### config.mk
export PLATFORM = sky130hd
export DESIGN_NAME = led_stepper
export DESIGN_NICKNAME = d
export VERILOG_FILES = /design/src/rtl/led_stepper_pkg.sv /design/src/rtl/btn_debounce.sv /design/src/rtl/led_stepper.sv
export SDC_FILE = /design/constraint.sdc
export NUM_CORES = 1
export LEC_CHECK = 0
export CAP_MARGIN = 0
export CORE_MARGIN = 4
export CORE_UTILIZATION = 54
export CTS_BUF_LIST = sky130_fd_sc_hd__clkbuf_16
export DETAILED_ROUTE_END_ITERATION = 7
export GPL_TIMING_DRIVEN = 0
export PLACE_DENSITY = 0.84
export SYNTH_ARGS = -nofsm -noshare
export SYNTH_HDL_FRONTEND = slang
export SYNTH_SLANG_ARGS = --single-unit
### constraint.sdc
create_clock -name clk -period 1.6 [get_ports clk]
set_clock_uncertainty 0.15 [all_clocks]
set_input_delay 0.24 -clock clk [delete_from_list [all_inputs] [get_ports clk]]
set_output_delay 0.24 -clock clk [all_outputs]
set_load 0.01 [all_outputs]
### src/rtl/led_stepper_pkg.sv
// Shared definitions for the LED stepper.
//   mode_t        : 2-bit display mode (DOT, BAR, OFF; encoding 3 unused)
//   mode_advance  : next mode on a mode-button press
package led_stepper_pkg;

   typedef enum logic [1:0] {
      MODE_DOT = 2'd0,
      MODE_BAR = 2'd1,
      MODE_OFF = 2'd2
   } mode_t;

   // DOT -> BAR -> OFF -> DOT; the unused encoding falls back to DOT.
   function automatic mode_t mode_advance(input mode_t m);
      case (m)
         MODE_DOT: mode_advance = MODE_BAR;
         MODE_BAR: mode_advance = MODE_OFF;
         default:  mode_advance = MODE_DOT;
      endcase
   endfunction

endpackage

### src/rtl/btn_debounce.sv
// Push-button debouncer with press-pulse output.
//   clk, rst : clock and synchronous active-high reset
//   btn_raw  : raw asynchronous button pin
//   press    : registered one-cycle pulse on a debounced 0->1 transition
//   level    : debounced pressed state (1 = pressed)
module btn_debounce
   import led_stepper_pkg::*;
#(
   parameter int DEB_BITS   = 16,
   parameter int ACTIVE_LOW = 1
) (
   input  logic clk,
   input  logic rst,
   input  logic btn_raw,
   output logic press,
   output logic level
);

   logic                btn_in;
   logic                sync1_reg;
   logic                sync2_reg;
   logic                state_reg;
   logic                press_reg;
   logic                hold_reg;
   logic [1:0]          fill_reg;
   logic [DEB_BITS-1:0] cnt_reg;

   assign btn_in = (ACTIVE_LOW != 0) ? ~btn_raw : btn_raw;

   // hold_reg suppresses the press pulse for a button that was already down
   // when reset ended. It clears once a released level has come through the
   // synchroniser; fill_reg marks when sync2_reg holds a real sample again.
   always_ff @(posedge clk) begin
      if (rst) begin
         sync1_reg <= 1'b0;
         sync2_reg <= 1'b0;
         state_reg <= 1'b0;
         press_reg <= 1'b0;
         hold_reg  <= 1'b1;
         fill_reg  <= 2'b00;
         cnt_reg   <= '0;
      end else begin
         sync1_reg <= btn_in;
         sync2_reg <= sync1_reg;
         fill_reg  <= {fill_reg[0], 1'b1};
         press_reg <= 1'b0;
         if (sync2_reg != state_reg) begin
            if (&cnt_reg) begin
               state_reg <= sync2_reg;
               cnt_reg   <= '0;
               if (sync2_reg && !hold_reg)
                  press_reg <= 1'b1;
            end else begin
               cnt_reg <= cnt_reg + DEB_BITS'(1);
            end
         end else begin
            cnt_reg <= '0;
         end
         if (fill_reg[1] && !sync2_reg)
            hold_reg <= 1'b0;
      end
   end

   assign press = press_reg;
   assign level = state_reg;

endmodule

### src/rtl/led_stepper.sv
// Button-driven LED position stepper.
//   clk, rst            : clock and synchronous active-high reset
//   btn_up/down/mode    : raw buttons (step up, step down, next display mode)
//   led  [NUM_LEDS]     : registered LED drive, active-high
//   pos  [clog2(NUM)]   : registered current position
//   mode [2]            : registered display mode
module led_stepper
   import led_stepper_pkg::*;
#(
   parameter int NUM_LEDS       = 4,
   parameter int DEB_BITS       = 16,
   parameter int WRAP           = 1,
   parameter int BTN_ACTIVE_LOW = 1
) (
   input  logic                        clk,
   input  logic                        rst,
   input  logic                        btn_up,
   input  logic                        btn_down,
   input  logic                        btn_mode,
   output logic [NUM_LEDS-1:0]         led,
   output logic [$clog2(NUM_LEDS)-1:0] pos,
   output mode_t                       mode
);

   localparam int PW = $clog2(NUM_LEDS);
   localparam logic [PW-1:0] LAST = PW'(NUM_LEDS - 1);

   logic                up_p, down_p, mode_p;
   logic [2:0]          level_unused;
   logic [PW-1:0]       pos_reg, pos_next;
   mode_t               mode_reg, mode_next;
   logic [NUM_LEDS-1:0] led_reg, led_next;

   btn_debounce #(.DEB_BITS(DEB_BITS), .ACTIVE_LOW(BTN_ACTIVE_LOW)) u_up (
      .clk(clk), .rst(rst), .btn_raw(btn_up),   .press(up_p),   .level(level_unused[0]));
   btn_debounce #(.DEB_BITS(DEB_BITS), .ACTIVE_LOW(BTN_ACTIVE_LOW)) u_down (
      .clk(clk), .rst(rst), .btn_raw(btn_down), .press(down_p), .level(level_unused[1]));
   btn_debounce #(.DEB_BITS(DEB_BITS), .ACTIVE_LOW(BTN_ACTIVE_LOW)) u_mode (
      .clk(clk), .rst(rst), .btn_raw(btn_mode), .press(mode_p), .level(level_unused[2]));

   // Stepping uses the current mode, so a simultaneous mode press does not
   // block a step taken while leaving DOT/BAR.
   always_comb begin
      pos_next = pos_reg;
      if (mode_reg != MODE_OFF) begin
         if (up_p && !down_p) begin
            if (pos_reg == LAST)
               pos_next = (WRAP != 0) ? '0 : LAST;
            else
               pos_next = pos_reg + PW'(1);
         end else if (down_p && !up_p) begin
            if (pos_reg == '0)
               pos_next = (WRAP != 0) ? LAST : '0;
            else
               pos_next = pos_reg - PW'(1);
         end
      end
   end

   always_comb begin
      mode_next = mode_reg;
      if (mode_p || (mode_reg != MODE_DOT && mode_reg != MODE_BAR && mode_reg != MODE_OFF))
         mode_next = mode_advance(mode_reg);
   end

   // LED pattern is decoded from the next state so all three outputs
   // change together on the same edge.
   generate
      for (genvar gi = 0; gi < NUM_LEDS; gi++) begin : g_led
         assign led_next[gi] = ((mode_next == MODE_DOT) && (PW'(gi) == pos_next)) ||
                               ((mode_next == MODE_BAR) && (PW'(gi) <= pos_next));
      end
   endgenerate

   always_ff @(posedge clk) begin
      if (rst) begin
         pos_reg  <= '0;
         mode_reg <= MODE_DOT;
         led_reg  <= NUM_LEDS'(1);
      end else begin
         pos_reg  <= pos_next;
         mode_reg <= mode_next;
         led_reg  <= led_next;
      end
   end

   assign led  = led_reg;
   assign pos  = pos_reg;
   assign mode = mode_reg;

endmodule
# Word-level counts from Yosys, hierarchy flattened
# Index checks and enable logic that the tools add are counted.
word_totals:
  reg_bits: 77
  in_bits: 5
  output_inout_bits: 8
  wordCells: 117
op_classes:
  n_addsub: 5
  magnitude_cmp: 4
  n_eq_ne: 11
  mux: 13
  bitwise_logic: 9
  reduce_logical: 48
op_table:
  columns: ["op", "count"]
  rows:
  - ["AND reduction 17 bit", 3]
  - ["adder 16 x 1 -> 16 bit (second input constant)", 3]
  - ["AND reduction 16 bit", 3]
  - ["logical AND 1 bit", 18]
  - ["OR reduction 3 bit", 6]
  - ["2-to-1 mux 2 bit", 6]
  - ["inverter 1 bit", 9]
  - ["zero test 1 bit", 8]
  - ["zero test 2 bit", 4]
  - ["2-to-1 mux 1 bit", 6]
  - ["logical OR 1 bit", 5]
  - ["equality test 2 x 1 -> 1 bit (second input constant)", 2]
  - ["equality test 2 bit (first input constant)", 2]
  - ["less-or-equal comparator 1 x 2 -> 1 bit (first input constant)", 2]
  - ["less-or-equal comparator 2 bit (first input constant)", 2]
  - ["case mux 2 bit (2 select lines)", 1]
  - ["!= test 1 bit", 3]
  - ["adder 2 x 1 -> 2 bit (second input constant)", 1]
  - ["equality test 1 x 2 -> 1 bit (first input constant)", 1]
  - ["equality test 2 bit (second input constant)", 1]
  - ["!= test 2 x 1 -> 1 bit (second input constant)", 1]
  - ["!= test 2 bit (second input constant)", 1]
  - ["nonzero test 2 bit", 1]
  - ["subtractor 2 x 1 -> 2 bit (second input constant)", 1]

# Logic depth before layout (Yosys ltp)
logic_depth:
  ltp_word: 8
  mapped_depth: 7
  depth_no_buf: 7

# Cells and area by module
# Synthesis repeated with hierarchy kept, for this count alone.
hier_totals:
  cells_unflattened: 349
  area_unflattened_um2: 3246.9
modules_own_cells:
  columns: ["mod", "instances", "cells_each", "area_per_inst_um2", "seq_area_each_um2"]
  rows:
  - ["btn_debounce", 3, 98, 917.1, 460.4]
  - ["led_stepper", 1, 55, 495.5, 160.2]

# Worst setup path before layout
# OpenSTA, ideal clock, no wires.
synth_path:
  path_type: "register to register"
  from: "register pos_reg[0] (netlist: pos[0])"
  to: "register led_reg[0] (netlist: led[0])"
  setup_ns: 0.127
  arrival_ns: 1.576
  required_ns: 1.323
  slack_ns: -0.253
  stages_incl_launch_ff: 8
  path_buffers: 0
  period_less_slack_ns: 1.853
  path_cell_list: "dfxtp_1 inv_1 ha_1 nand2_1 o22ai_1 a21oi_2 a2111oi_2 or3_1"
synth_via:
  elab_chain_len: 8
  word_cells_on_any_way: 14
  cone_classes: "2 x add/sub; 1 x order compare; 1 x eq/ne; 5 x mux; 5 x reduce/logical"
synth_rtl:
  columns: ["element", "line_no", "rtl"]
  rows:
  - ["from (decl)", "led_stepper.sv:30", "logic [PW-1:0] pos_reg, pos_next;"]
  - ["from (signal assigned)", "led_stepper.sv:81", "pos_reg <= pos_next;"]
  - ["subtractor 2 x 1 -> 2 bit / zero test 2 bit (equally long branches)", "led_stepper.sv:55, led_stepper.sv:52", null]
  - ["2-to-1 mux 2 bit", "led_stepper.sv:52", "if (pos_reg == '0)"]
  - ["2-to-1 mux 2 bit", "led_stepper.sv:51", "end else if (down_p && !up_p) begin"]
  - ["2-to-1 mux 2 bit", "led_stepper.sv:46", "if (up_p && !down_p) begin"]
  - ["2-to-1 mux 2 bit (*)", "led_stepper.sv:45", "if (mode_reg != MODE_OFF) begin"]
  - ["less-or-equal comparator 1 x 2 -> 1 bit / zero test 2 bit (equally long branches)", "led_stepper.sv:71, led_stepper.sv:70", null]
  - ["logical AND 1 bit (on tied branches)", "led_stepper.sv:71, led_stepper.sv:70", null]
  - ["logical OR 1 bit (*)", "led_stepper.sv:70", "assign led_next[gi] = ((mode_next == MODE_DOT) && (PW'(gi) == pos_next)) ||"]
  - ["to (signal assigned)", "led_stepper.sv:83", "led_reg <= led_next;"]
  - ["to (decl)", "led_stepper.sv:32", "logic [NUM_LEDS-1:0] led_reg, led_next;"]
# Every way passes the cells marked *; elsewhere a longest branch is shown, timed or not.
# A chain may end at the register's enable or synchronous reset.

# Final worst setup path
# Same ends and word-level chain as after synthesis.

==> results.md <==
| Step | Item | Reported |
| --- | --- | --- |
| route | Remaining design rule violation count | 0 |
| synth | Post-Synthesis Net Count | 337 |
| cts | H-Tree Level Count | 3 |
| route | Average routed wire per standard cell | 14.69 um |
| final layout | Multi-input gate area | 1767 um2 |
| critical path | Arrival time of the worst setup path | 1.88 ns |
| sta | Final setup vio count | 9 |
| cts | Number of buffers created by CTS | 9 |
| power and ir drop | Static Leak | 1.565 nW |
| synth | Number of warnings reported in the yosys synthesis log | 0 |
| cts | Maximum number of buffers from clock root to sink | 2 |
| critical path | Required time of the critical path | 1.66 ns |
| cts | CTS Root Cell | sky130_fd_sc_hd__clkbuf_16 |
| placement | Port bufs | 11 |
| route | Total Wirelength | 6552 um |
| synth | Post-Synthesis Cells | 327 |
| global route | Initial antenna violation count | 0 |
| critical path | Gate family responsible for the most delay along the worst path | simple AND/OR/NAND/NOR gates |
| final layout | Final core occ | 73.55% |
| floorplanning | Placement row count | 27 |
| final layout | Filler cells | 377 |
| synth | Most common flop cell mapped by yosys | sky130_fd_sc_hd__dfxtp_1 |
| sta | Relative max-transition margin | 70.21% |
| critical path | Crit-path slowest cell | sky130_fd_sc_hd__dfxtp_4 |
| synth | Seq/Total Area, Yosys | 47.77% |
| cts | TritonCTS clock tree | built |
| synth | Number of flip-flops and latches in the synthesized netlist | 73 |
| cts | Worst-skew pair later-pin latency | 0.33 ns |
| outcome | Outcome | complete, but fails checks |
| final layout | Final antenna diode count | 0 |
| critical path | Type of element launching the critical path | flip-flop |
| route | DRT iter0 DRCs | 103 |
| sta | Least setup slack across all paths after layout | -0.2192 ns |
| critical path | Critical path start-end classification | reg2reg |
| power and ir drop | Peak supply drop | 0.9680 mV |
| sta | Worst Tran Pin Value | 0.4452 ns |
| global route | All-Layer GR Usage | 18.53% |
| floorplanning | Area enclosed by the die boundary | 6933 um2 |
| route | Total iterations of the first detailed-routing run | 4 |
| floorplanning | Effective utilization at floorplan | 55.56% |
| sta | Final number of hold-violating endpoints | 0 |
| critical path | Endpoint class of the critical path | flip-flop |
| sta | Achievable Freq | 549.7 MHz |
| synth | Avg Cell Area, Syn | 9.355 um2 |
| flow run | Maximum capacitance violations | 0 |
| floorplanning | Horizontal die dimension | 83.27 um |
| floorplanning | Die extent in y | 83.27 um |
| sta | Minimum period implied by the final worst setup slack | 1.819 ns |
| sta | Final count of pins violating max slew | 0 |
| final layout | Fraction of final layout cells sized beyond drive strength 1 | 33.42% |
| route | Vias per inst | 5.339 |
| floorplanning | Number of I/O pins | 13 |
| power and ir drop | Pwr/cell area | 944.2 nW/um2 |
| cts | Count of clock tree sinks | 73 |
| global route | Remaining Overflow, GRT | 0 |
| global route | Pin count of the biggest net entering global routing | 13 |
| sta | Worst Hold Slack | 0.2572 ns |
| route | Via total after detailed routing | 2381 |
| outcome | Failing checks | setup timing |
| final layout | Final net count | 379 |
| cts | Clk slew on worst S/H paths | 0.06 ns |
| final layout | Area of all placed cells without fillers | 4050 um2 |
| critical path | Bufs and invs on worst path | 0 |
| global route | First-pass GRT wire length | 10380 um |
| synth | Distinct cells, synth | 43 |
| final layout | Synthesis-to-finish area growth | 32.39% |
| placement | Post-detailed-placement cell area | 3271 um2 |
| critical path | CP max stage delay | 0.36 ns |
| synth | Count of flip-flops with a built-in enable after synthesis | 0 |
| route | Antenna Nets Post-Route | 0 |
| placement | Final Wtd Congestion | 0.7629 |
| synth | Fraction of registers with async set/reset | 0% |
| placement | Detail Placement HPWL | 3514 um |
| synth | Synthesized area | 3059 um2 |
| sta | RSZ-0062 raised after global routing | yes |
| global route | Vias in the first global route | 2320 |
| critical path | Cells traversed along the worst timing path | ha_2 > nor4b_2 > a211oi_2 > o21ai_2 > a2111oi_2 > or3_1 |
| critical path | CP Max Fanout | 5 |
| floorplanning | Core Box Area | 5507 um2 |
| final layout | Register cell area after layout | 1519 um2 |
| sta | Period utilisation layout | 113.7% |
| hold path | Hold WC Path Type | in2reg |
| power and ir drop | Total power after layout | 3.824 mW |
## cells by family (layout without fill, tap and decap cells)
kind of cell | after synthesis | in the layout | synth area share (%)
AOI/OAI and AO/OA | 18 | 18 | 4.131
xor gates and xnor gates | 47 | 47 | 13.46
adders and majority gates | 5 | 5 | 2.045
buffers and inverters | 16 | 63 | 2.863
DFF | 73 | 73 | 47.77
muxes | 1 | 1 | 0.3272
and+or+nand+nor | 167 | 167 | 29.41
## final timing paths
kind	start	depth (start not counted)	endpoint	slack (ns)
worst min register to register	u_mode.hold_reg$_SDFFE_PP1P_	1	u_mode.press$_SDFF_PP0_	0.28
worst max-delay path	pos[0]$_SDFF_PP0_	6	led[0]$_SDFF_PP1_	-0.22
worst min-delay path	btn_down	2	u_down.sync1_reg$_SDFF_PP0_	0.26
worst max register to register	pos[0]$_SDFF_PP0_	6	led[0]$_SDFF_PP1_	-0.22
## layout by cell type (no fill, tap or decap), types with 5 or more instances in the layout
cell type / synthesis / final
sky130_fd_sc_hd__dfxtp_1: 73 / 49
sky130_fd_sc_hd__dfxtp_2: 0 / 13
sky130_fd_sc_hd__o21ai_0: 6 / 6
sky130_fd_sc_hd__nand2_2: 0 / 6
sky130_fd_sc_hd__xnor2_1: 19 / 19
sky130_fd_sc_hd__nor2_2: 0 / 7
sky130_fd_sc_hd__nand2_1: 27 / 20
sky130_fd_sc_hd__and3_1: 10 / 7
sky130_fd_sc_hd__nand2b_1: 7 / 5
sky130_fd_sc_hd__dfxtp_4: 0 / 11
sky130_fd_sc_hd__buf_4: 3 / 15
sky130_fd_sc_hd__nand3_1: 19 / 13
sky130_fd_sc_hd__buf_6: 2 / 10
sky130_fd_sc_hd__nand3_2: 3 / 7
sky130_fd_sc_hd__nand4_1: 6 / 6
sky130_fd_sc_hd__xor2_1: 28 / 28
sky130_fd_sc_hd__inv_1: 8 / 8
sky130_fd_sc_hd__clkbuf_16: 0 / 9
sky130_fd_sc_hd__nor2_1: 62 / 52
sky130_fd_sc_hd__clkdlybuf4s50_1: 0 / 7
## stage by stage
stage | setup TNS, ns | setup slack, ns | std cells
2_1_floorplan | -0.08957 | -0.08957 | 327
3_3_place_gp | -5.509 | -0.2022 | 410
3_5_place_dp | -6.989 | -0.2625 | 410
4_1_cts | -0.5577 | -0.1426 | 443
5_1_grt | -2.810 | -0.2837 | 446
6_report | -0.6970 | -0.2192 | 446
## cell usage after synthesis, types with 6 or more instances
| cell | count | area share (%) |
|---|---|---|
| sky130_fd_sc_hd__and3_1 | 10 | 2.0 |
| sky130_fd_sc_hd__nand2_1 | 27 | 3.3 |
| sky130_fd_sc_hd__inv_1 | 8 | 0.98 |
| sky130_fd_sc_hd__xnor2_1 | 19 | 5.4 |
| sky130_fd_sc_hd__o21ai_0 | 6 | 0.98 |
| sky130_fd_sc_hd__xor2_1 | 28 | 8.0 |
| sky130_fd_sc_hd__nor2_1 | 62 | 7.6 |
| sky130_fd_sc_hd__nand2b_1 | 7 | 1.4 |
| sky130_fd_sc_hd__nand4_1 | 6 | 1.2 |
| sky130_fd_sc_hd__nor3_1 | 6 | 0.98 |
| sky130_fd_sc_hd__nand3_1 | 19 | 3.1 |
| sky130_fd_sc_hd__dfxtp_1 | 73 | 48 |
## final cells by class
class | count | area share (%)
buffer | 7 | 1.699
clock buffer | 9 | 5.561
clock inverter | 7 | 1.545
inverter | 8 | 0.7414
multi-input combinational | 238 | 43.62
sequential | 73 | 37.50
tap | 72 | 2.224
timing repair buffer | 32 | 7.105
## repair_timing
item	CTS	global route
cloned	1	1
endpoints found under the setup margin	50	54
pin swaps	11	27
gates resized for setup	25	79
endpoints found under the hold margin	6	0
buffers inserted	15	4
hold buffers	1	0
## power by group
group	total [mW]	internal [mW]	leakage, nW	switching [mW]
combinational	0.0784	0.0346	0.819	0.0438
clock	1.92	1.19	0.140	0.728
sequential	1.83	1.82	0.606	0.0124
total	3.82	3.04	1.56	0.784
## metal layers
layer / track usage (%) / share of wire (%) / up-vias
met3: 5.655 / 3.6 / 15
met2: 31.78 / 54 / 39
met1: 21.09 / 41 / 1143
met5: 0 / 0 / -
met4: 8.321 / 1.9 / 0
li1: - / - / 1184
No activity file was read; power rests on OpenSTA's default activity.
